[src/rtl/iter_alu.sv]
// Iterative ALU: single-cycle arithmetic/logic, one-bit-per-cycle shifts and optional shift-add multiply.
// Define ITER_ALU_MUL_EN to build the multiplier; otherwise opcode 9 decodes as illegal.
module iter_alu #(
    parameter int WIDTH = 32,
    parameter int SHW   = $clog2(WIDTH)
) (
    input  logic             clk,
    input  logic             reset_n,
    input  logic             InValid,
    output logic             InReady,
    input  logic [WIDTH-1:0] BussA,
    input  logic [WIDTH-1:0] BussB,
    input  logic [3:0]       ALUControl,
    output logic             OutValid,
    input  logic             OutReady,
    output logic [WIDTH-1:0] Output,
    output logic             CarryOut,
    output logic             Overflow,
    output logic             Zero,
    output logic             Negative,
    output logic             Illegal
);

    typedef enum logic [1:0] {IDLE, EXEC, DONE} state_t;
    typedef enum logic [3:0] {
        OP_ADD = 4'd0, OP_SUB = 4'd1, OP_AND = 4'd2, OP_OR  = 4'd3, OP_XOR = 4'd4,
        OP_SLT = 4'd5, OP_SLL = 4'd6, OP_SRL = 4'd7, OP_SRA = 4'd8, OP_MUL = 4'd9
    } op_t;

    localparam logic [SHW:0] CNT_ONE = {{SHW{1'b0}}, 1'b1};

    state_t           state;
    logic [3:0]       op_q;
    logic [WIDTH-1:0] work;
    logic [SHW:0]     cnt;
`ifdef ITER_ALU_MUL_EN
    logic [WIDTH-1:0] mplier;
    logic [WIDTH-1:0] acc;
    logic [WIDTH-1:0] acc_next;
`endif

    logic [WIDTH:0]   sum;
    logic [WIDTH:0]   diff;
    logic             add_ovf;
    logic             sub_ovf;
    logic [SHW-1:0]   amt;
    logic             is_shift;
    logic             iter_start;
    logic [WIDTH-1:0] quick_res;
    logic             quick_c;
    logic             quick_v;
    logic             quick_ill;
    logic [WIDTH-1:0] sh_next;
    logic [WIDTH-1:0] exec_res;

    function automatic logic [WIDTH-1:0] shift1(input logic [3:0] op, input logic [WIDTH-1:0] v);
        case (op)
            OP_SLL:  return {v[WIDTH-2:0], 1'b0};
            OP_SRL:  return {1'b0, v[WIDTH-1:1]};
            default: return {v[WIDTH-1], v[WIDTH-1:1]};
        endcase
    endfunction

    always_comb begin
        sum     = {1'b0, BussA} + {1'b0, BussB};
        diff    = {1'b0, BussA} + {1'b0, ~BussB} + {{WIDTH{1'b0}}, 1'b1};
        add_ovf = (BussA[WIDTH-1] == BussB[WIDTH-1]) && (sum[WIDTH-1] != BussA[WIDTH-1]);
        sub_ovf = (BussA[WIDTH-1] != BussB[WIDTH-1]) && (diff[WIDTH-1] != BussA[WIDTH-1]);
        amt     = BussB[SHW-1:0];
        is_shift = (ALUControl == OP_SLL) || (ALUControl == OP_SRL) || (ALUControl == OP_SRA);
        // The accept edge performs the first shift, so only amounts above one need EXEC.
        iter_start = is_shift && (|amt[SHW-1:1]);
`ifdef ITER_ALU_MUL_EN
        iter_start = iter_start || (ALUControl == OP_MUL);
`endif
        quick_res = '0;
        quick_c   = 1'b0;
        quick_v   = 1'b0;
        quick_ill = 1'b0;
        case (ALUControl)
            OP_ADD: begin
                quick_res = sum[WIDTH-1:0];
                quick_c   = sum[WIDTH];
                quick_v   = add_ovf;
            end
            OP_SUB: begin
                quick_res = diff[WIDTH-1:0];
                quick_c   = ~diff[WIDTH];
                quick_v   = sub_ovf;
            end
            OP_AND: quick_res = BussA & BussB;
            OP_OR:  quick_res = BussA | BussB;
            OP_XOR: quick_res = BussA ^ BussB;
            OP_SLT: quick_res = {{(WIDTH-1){1'b0}}, diff[WIDTH-1] ^ sub_ovf};
            OP_SLL, OP_SRL, OP_SRA:
                quick_res = (amt == '0) ? BussA : shift1(ALUControl, BussA);
`ifdef ITER_ALU_MUL_EN
            OP_MUL: quick_res = '0;
`endif
            default: quick_ill = 1'b1;
        endcase
    end

    always_comb begin
        sh_next = shift1(op_q, work);
`ifdef ITER_ALU_MUL_EN
        acc_next = acc + (mplier[0] ? work : '0);
        exec_res = (op_q == OP_MUL) ? acc_next : sh_next;
`else
        exec_res = sh_next;
`endif
    end

    always_ff @(posedge clk or negedge reset_n) begin
        if (!reset_n) begin
            state    <= IDLE;
            InReady  <= 1'b1;
            OutValid <= 1'b0;
            Output   <= '0;
            CarryOut <= 1'b0;
            Overflow <= 1'b0;
            Zero     <= 1'b0;
            Negative <= 1'b0;
            Illegal  <= 1'b0;
            op_q     <= '0;
            work     <= '0;
            cnt      <= '0;
`ifdef ITER_ALU_MUL_EN
            mplier   <= '0;
            acc      <= '0;
`endif
        end else begin
            case (state)
                IDLE: begin
                    if (InValid) begin
                        op_q    <= ALUControl;
                        InReady <= 1'b0;
                        if (iter_start) begin
                            state <= EXEC;
`ifdef ITER_ALU_MUL_EN
                            if (ALUControl == OP_MUL) begin
                                work   <= BussA;
                                mplier <= BussB;
                                acc    <= '0;
                                cnt    <= (SHW+1)'(WIDTH);
                            end else
`endif
                            begin
                                work <= shift1(ALUControl, BussA);
                                cnt  <= {1'b0, amt} - CNT_ONE;
                            end
                        end else begin
                            state    <= DONE;
                            OutValid <= 1'b1;
                            Output   <= quick_res;
                            CarryOut <= quick_c;
                            Overflow <= quick_v;
                            Zero     <= (quick_res == '0);
                            Negative <= quick_res[WIDTH-1];
                            Illegal  <= quick_ill;
                        end
                    end
                end
                EXEC: begin
                    if (cnt == CNT_ONE) begin
                        state    <= DONE;
                        OutValid <= 1'b1;
                        Output   <= exec_res;
                        CarryOut <= 1'b0;
                        Overflow <= 1'b0;
                        Zero     <= (exec_res == '0);
                        Negative <= exec_res[WIDTH-1];
                        Illegal  <= 1'b0;
                    end else begin
                        cnt <= cnt - CNT_ONE;
`ifdef ITER_ALU_MUL_EN
                        if (op_q == OP_MUL) begin
                            work   <= {work[WIDTH-2:0], 1'b0};
                            mplier <= {1'b0, mplier[WIDTH-1:1]};
                            acc    <= acc_next;
                        end else
`endif
                        work <= sh_next;
                    end
                end
                DONE: begin
                    if (OutReady) begin
                        state    <= IDLE;
                        OutValid <= 1'b0;
                        InReady  <= 1'b1;
                    end
                end
                default: begin
                    state    <= IDLE;
                    OutValid <= 1'b0;
                    InReady  <= 1'b1;
                end
            endcase
        end
    end

endmodule

[config.mk]
export PLATFORM = sky130hd
export DESIGN_NAME = iter_alu
export DESIGN_NICKNAME = d
export VERILOG_FILES = /design/src/rtl/iter_alu.sv
export SDC_FILE = /design/constraint.sdc
export NUM_CORES = 1
export LEC_CHECK = 0
export CAP_MARGIN = 20
export CORE_MARGIN = 3
export CORE_UTILIZATION = 55
export CTS_BUF_LIST = sky130_fd_sc_hd__clkbuf_2
export DETAILED_ROUTE_END_ITERATION = 7
export GPL_TIMING_DRIVEN = 0
export HOLD_SLACK_MARGIN = 0.12
export PLACE_DENSITY = 0.85
export SLEW_MARGIN = 20
export SYNTH_ARGS = -nofsm -noshare
export SYNTH_HDL_FRONTEND = slang
export SYNTH_SLANG_ARGS = --single-unit
[constraint.sdc]
create_clock -name clk -period 3 [get_ports clk]
set_input_delay 0.6 -clock clk [delete_from_list [all_inputs] [get_ports clk]]
set_output_delay 0.6 -clock clk [all_outputs]
set_load 0.02 [all_outputs]
==> qor.yml <==
core_um2: 19000
synth-seq-area-share: 0.191
r2r_end: "Zero$_DFFE_PN0P_"
fin_area_um2: 14000
setup-tns-final_ns: -8.75
setup-violations-final: 15
synthesis.instances: 1522
placed_cell_area_um2: 12500
layout-drive-gt1-share: 0.226
area_delta_synth_final_pct: 30.1
rrSetupSlack_ns: -0.58
cts_made_buffers: 9
synthArstFlopShare: 1.00
synth_flop_cell: "dfrtp_1"
yosysWarningCount: 0
synth_nets: 1711
ys_types: 84
drt_wl_total_um: 49200
grt_pass1_wl_um: 72800
first_pass_iters: 8
drt_iter0_markers: 2248
critPathMaxStageDelay_ns: 0.54
worstSetupEndpoint: "Zero$_DFFE_PN0P_"
mappedNetlistArea_um2: 10800
die_w_um: 146
clockBufferDepth: 2
timing.final.crit_period_ns: 5.35
gr-total-overflow: 0
grt_pass1_vias: 12800
antenna_left: 0
p_switching_mw: 3.60
status: "complete, but fails checks"
via_count: 13800
crit_type: "in2reg"
critical_path_required_ns: 3.51
ir_drop_mv: 0.280
finalHoldViolations: 0
antenna_found_initial: 2
p_leak_nw: 5.92
num_rows: 50
r2r_cells: 11
p_int_mw: 3.52
crit_fanout: 6
power_mw: 7.13
yosys.area.top_type: "dfrtp_1"
wl_per_cell_um: 25.1
die_area_um2: 21300
rsz0062_at_grt: "true"
worstMarginPinSlew_ns: 0.907
worstSetupStartpointType: "input pin"
synth_edf_count: 0
grt_usage: 0.430
start_util: 0.569
clock_sinks: 82
crit_arrival_ns: 5.86
ioPinCount: 111
avgSynthCellArea_um2: 7.08
max_freq_ghz: 0.187
drc: 8
maxCapViolCount: 0
finClkSkew_ns: 0.0306
gp_congestion: 1.04
clkPwrFrac: 0.093
hpwlAfterDp_um: 36800
slew-limit-headroom: 0.394
synth_top_area_share: 0.188
synth_seq_cells: 82
io_buffers: 108
cpMaxStageDelayCell: "or4_4"
grt_max_degree: 45
pwr-share-comb: 0.621
violations: "design-rule violations, negative setup slack"
finalCoreUtilization: 0.740
cts_root_buffer: "clkbuf_2"
worstSetupStartpoint: "BussB[3]"
reg2reg_from: "cnt[2]$_DFFE_PN0P_"
seq_power_share: 0.286
swShare: 0.505
clk_latency_ns: 0.60
worstSetupEndpointType: "flop"
die_h_um: 146
clkTransAtPathRegs_ns: 0.27
setup_ws_ns: -2.35
powerDensity_nw_per_um2: 508
fin_crit_sh: 1.78
drv_slew: 0
fin_nets: 1888
h-tree-depth: 3
yosys-top-cells-area: "dfrtp_1, ha_1, o21ai_0, nand2_1, a21oi_1"
hold_class: "in2reg"
via_per_inst: 7.04
cts_tree: "built"
-- metal layers --
layer | GRT usage | routed length [um] | share of wire
met1 | 0.565 | 17800 | 0.36
met2 | 0.666 | 21000 | 0.43
met5 | 0 | 13 | 0.00026
met4 | 0.181 | 2980 | 0.060
met3 | 0.118 | 7510 | 0.15
-- worst min-delay path by stage --
stage / to / cells past startpoint / from / slack (ns)
2_1_floorplan: CarryOut$_DFFE_PN0P_ / 0 / reset_n / 0.30
3_3_place_gp: Output[11]$_DFFE_PN0P_ / 2 / Output[11]$_DFFE_PN0P_ / 0.46
3_5_place_dp: Output[25]$_DFFE_PN0P_ / 2 / Output[25]$_DFFE_PN0P_ / 0.47
4_1_cts: cnt[5]$_DFFE_PN0P_ / 4 / BussB[0] / 0.43
5_1_grt: cnt[0]$_DFFE_PN0P_ / 4 / BussB[0] / 0.37
6_report: cnt[5]$_DFFE_PN0P_ / 4 / BussB[0] / 0.35
-- cell type report --
cell class                      instances  area (um2)
Multi-Input combinational cell       1234        8960
Fill cell                            1483        4930
Sequential cell                        82        2050
Timing Repair Buffer                  174        1550
Buffer                                 95         572
Inverter                              103         435
Tap cell                              260         325
Clock inverter                          7        83.8
Clock buffer                            9        45.0
Antenna cell                            1        2.50
-- synth_stat cells, types with 19 or more instances --
master,count
mux2i_1,31
a21oi_1,113
nand4_1,19
clkbuf_1,78
nor3_1,31
nand2_1,218
nand3_1,35
o211ai_1,23
ha_1,114
nor2_1,132
o21ai_0,172
inv_1,103
nor4_1,23
dfrtp_1,81
a21o_1,19
-- state kept, by name, indices dropped and copies added, names as in the netlist --
register	flops
state	2
Overflow	1
Output	31
op_q	4
Illegal	1
InReady	1
CarryOut	1
Negative	1
OutValid	1
Zero	1
cnt	6
work	32
-- kinds of logic (layout without fill, tap and decap cells) --
kind of cell | after synthesis | count (layout) | share of synthesized area
other | 0 | 1 | 0
AOI/OAI and AO/OA | 526 | 526 | 0.316
adders and majority gates | 117 | 117 | 0.138
buffers and inverters | 206 | 388 | 0.0741
muxes | 40 | 40 | 0.0385
xor gates and xnor gates | 18 | 18 | 0.0146
and+or+nand+nor | 533 | 533 | 0.228
DFF | 82 | 82 | 0.191
-- power groups by stage --
stage	clock (mW)	sequential (mW)	combinational, mW
floorplan	0	2.19	2.11
global placement	0	2.02	3.75
detailed placement	0	2.04	3.85
CTS	0.651	2.02	4.08
global route	0.701	2.09	4.68
finish	0.663	2.04	4.42
-- placed cells by master (no fill, tap or decap), types with 29 or more instances in the layout --
master           instances
dfrtp_1                 81
a21oi_1                 95
nand2_1                214
o21ai_0                146
nand3_1                 33
mux2i_1                 29
ha_1                    84
clkbuf_2                35
clkbuf_1                29
nor2_1                 126
clkdlybuf4s50_1         61
buf_4                   71
inv_1                   66
-- repair_timing --
item,CTS,global route
pin swaps,50,47
hold buffers,1,0
setup endpoints to repair,75,56
cloned,0,0
gates resized for setup,356,129
setup buffers,41,22
endpoints found under the hold margin,37,0
-- through the flow --
| stage | hold slack, ns | instances | worst slack, ns |
|---|---|---|---|
| 6_report | 0.347 | 1965 | -2.35 |
| 5_1_grt | 0.366 | 1965 | -2.47 |
| 4_1_cts | 0.433 | 1944 | -2.26 |
| 3_5_place_dp | 0.470 | 1894 | -4.50 |
| 3_3_place_gp | 0.460 | 1890 | -4.42 |
| 2_1_floorplan | 0.304 | 1522 | -2.06 |
-- worst max-delay path: cells and delay by family --
kind            cells  cell delay [ns]
simple gates       10             2.42
compound gates     12             2.03
fa+ha+maj           2             0.55
buf+inv             2             0.25
Note: power is estimated with default switching activity, not from simulation.
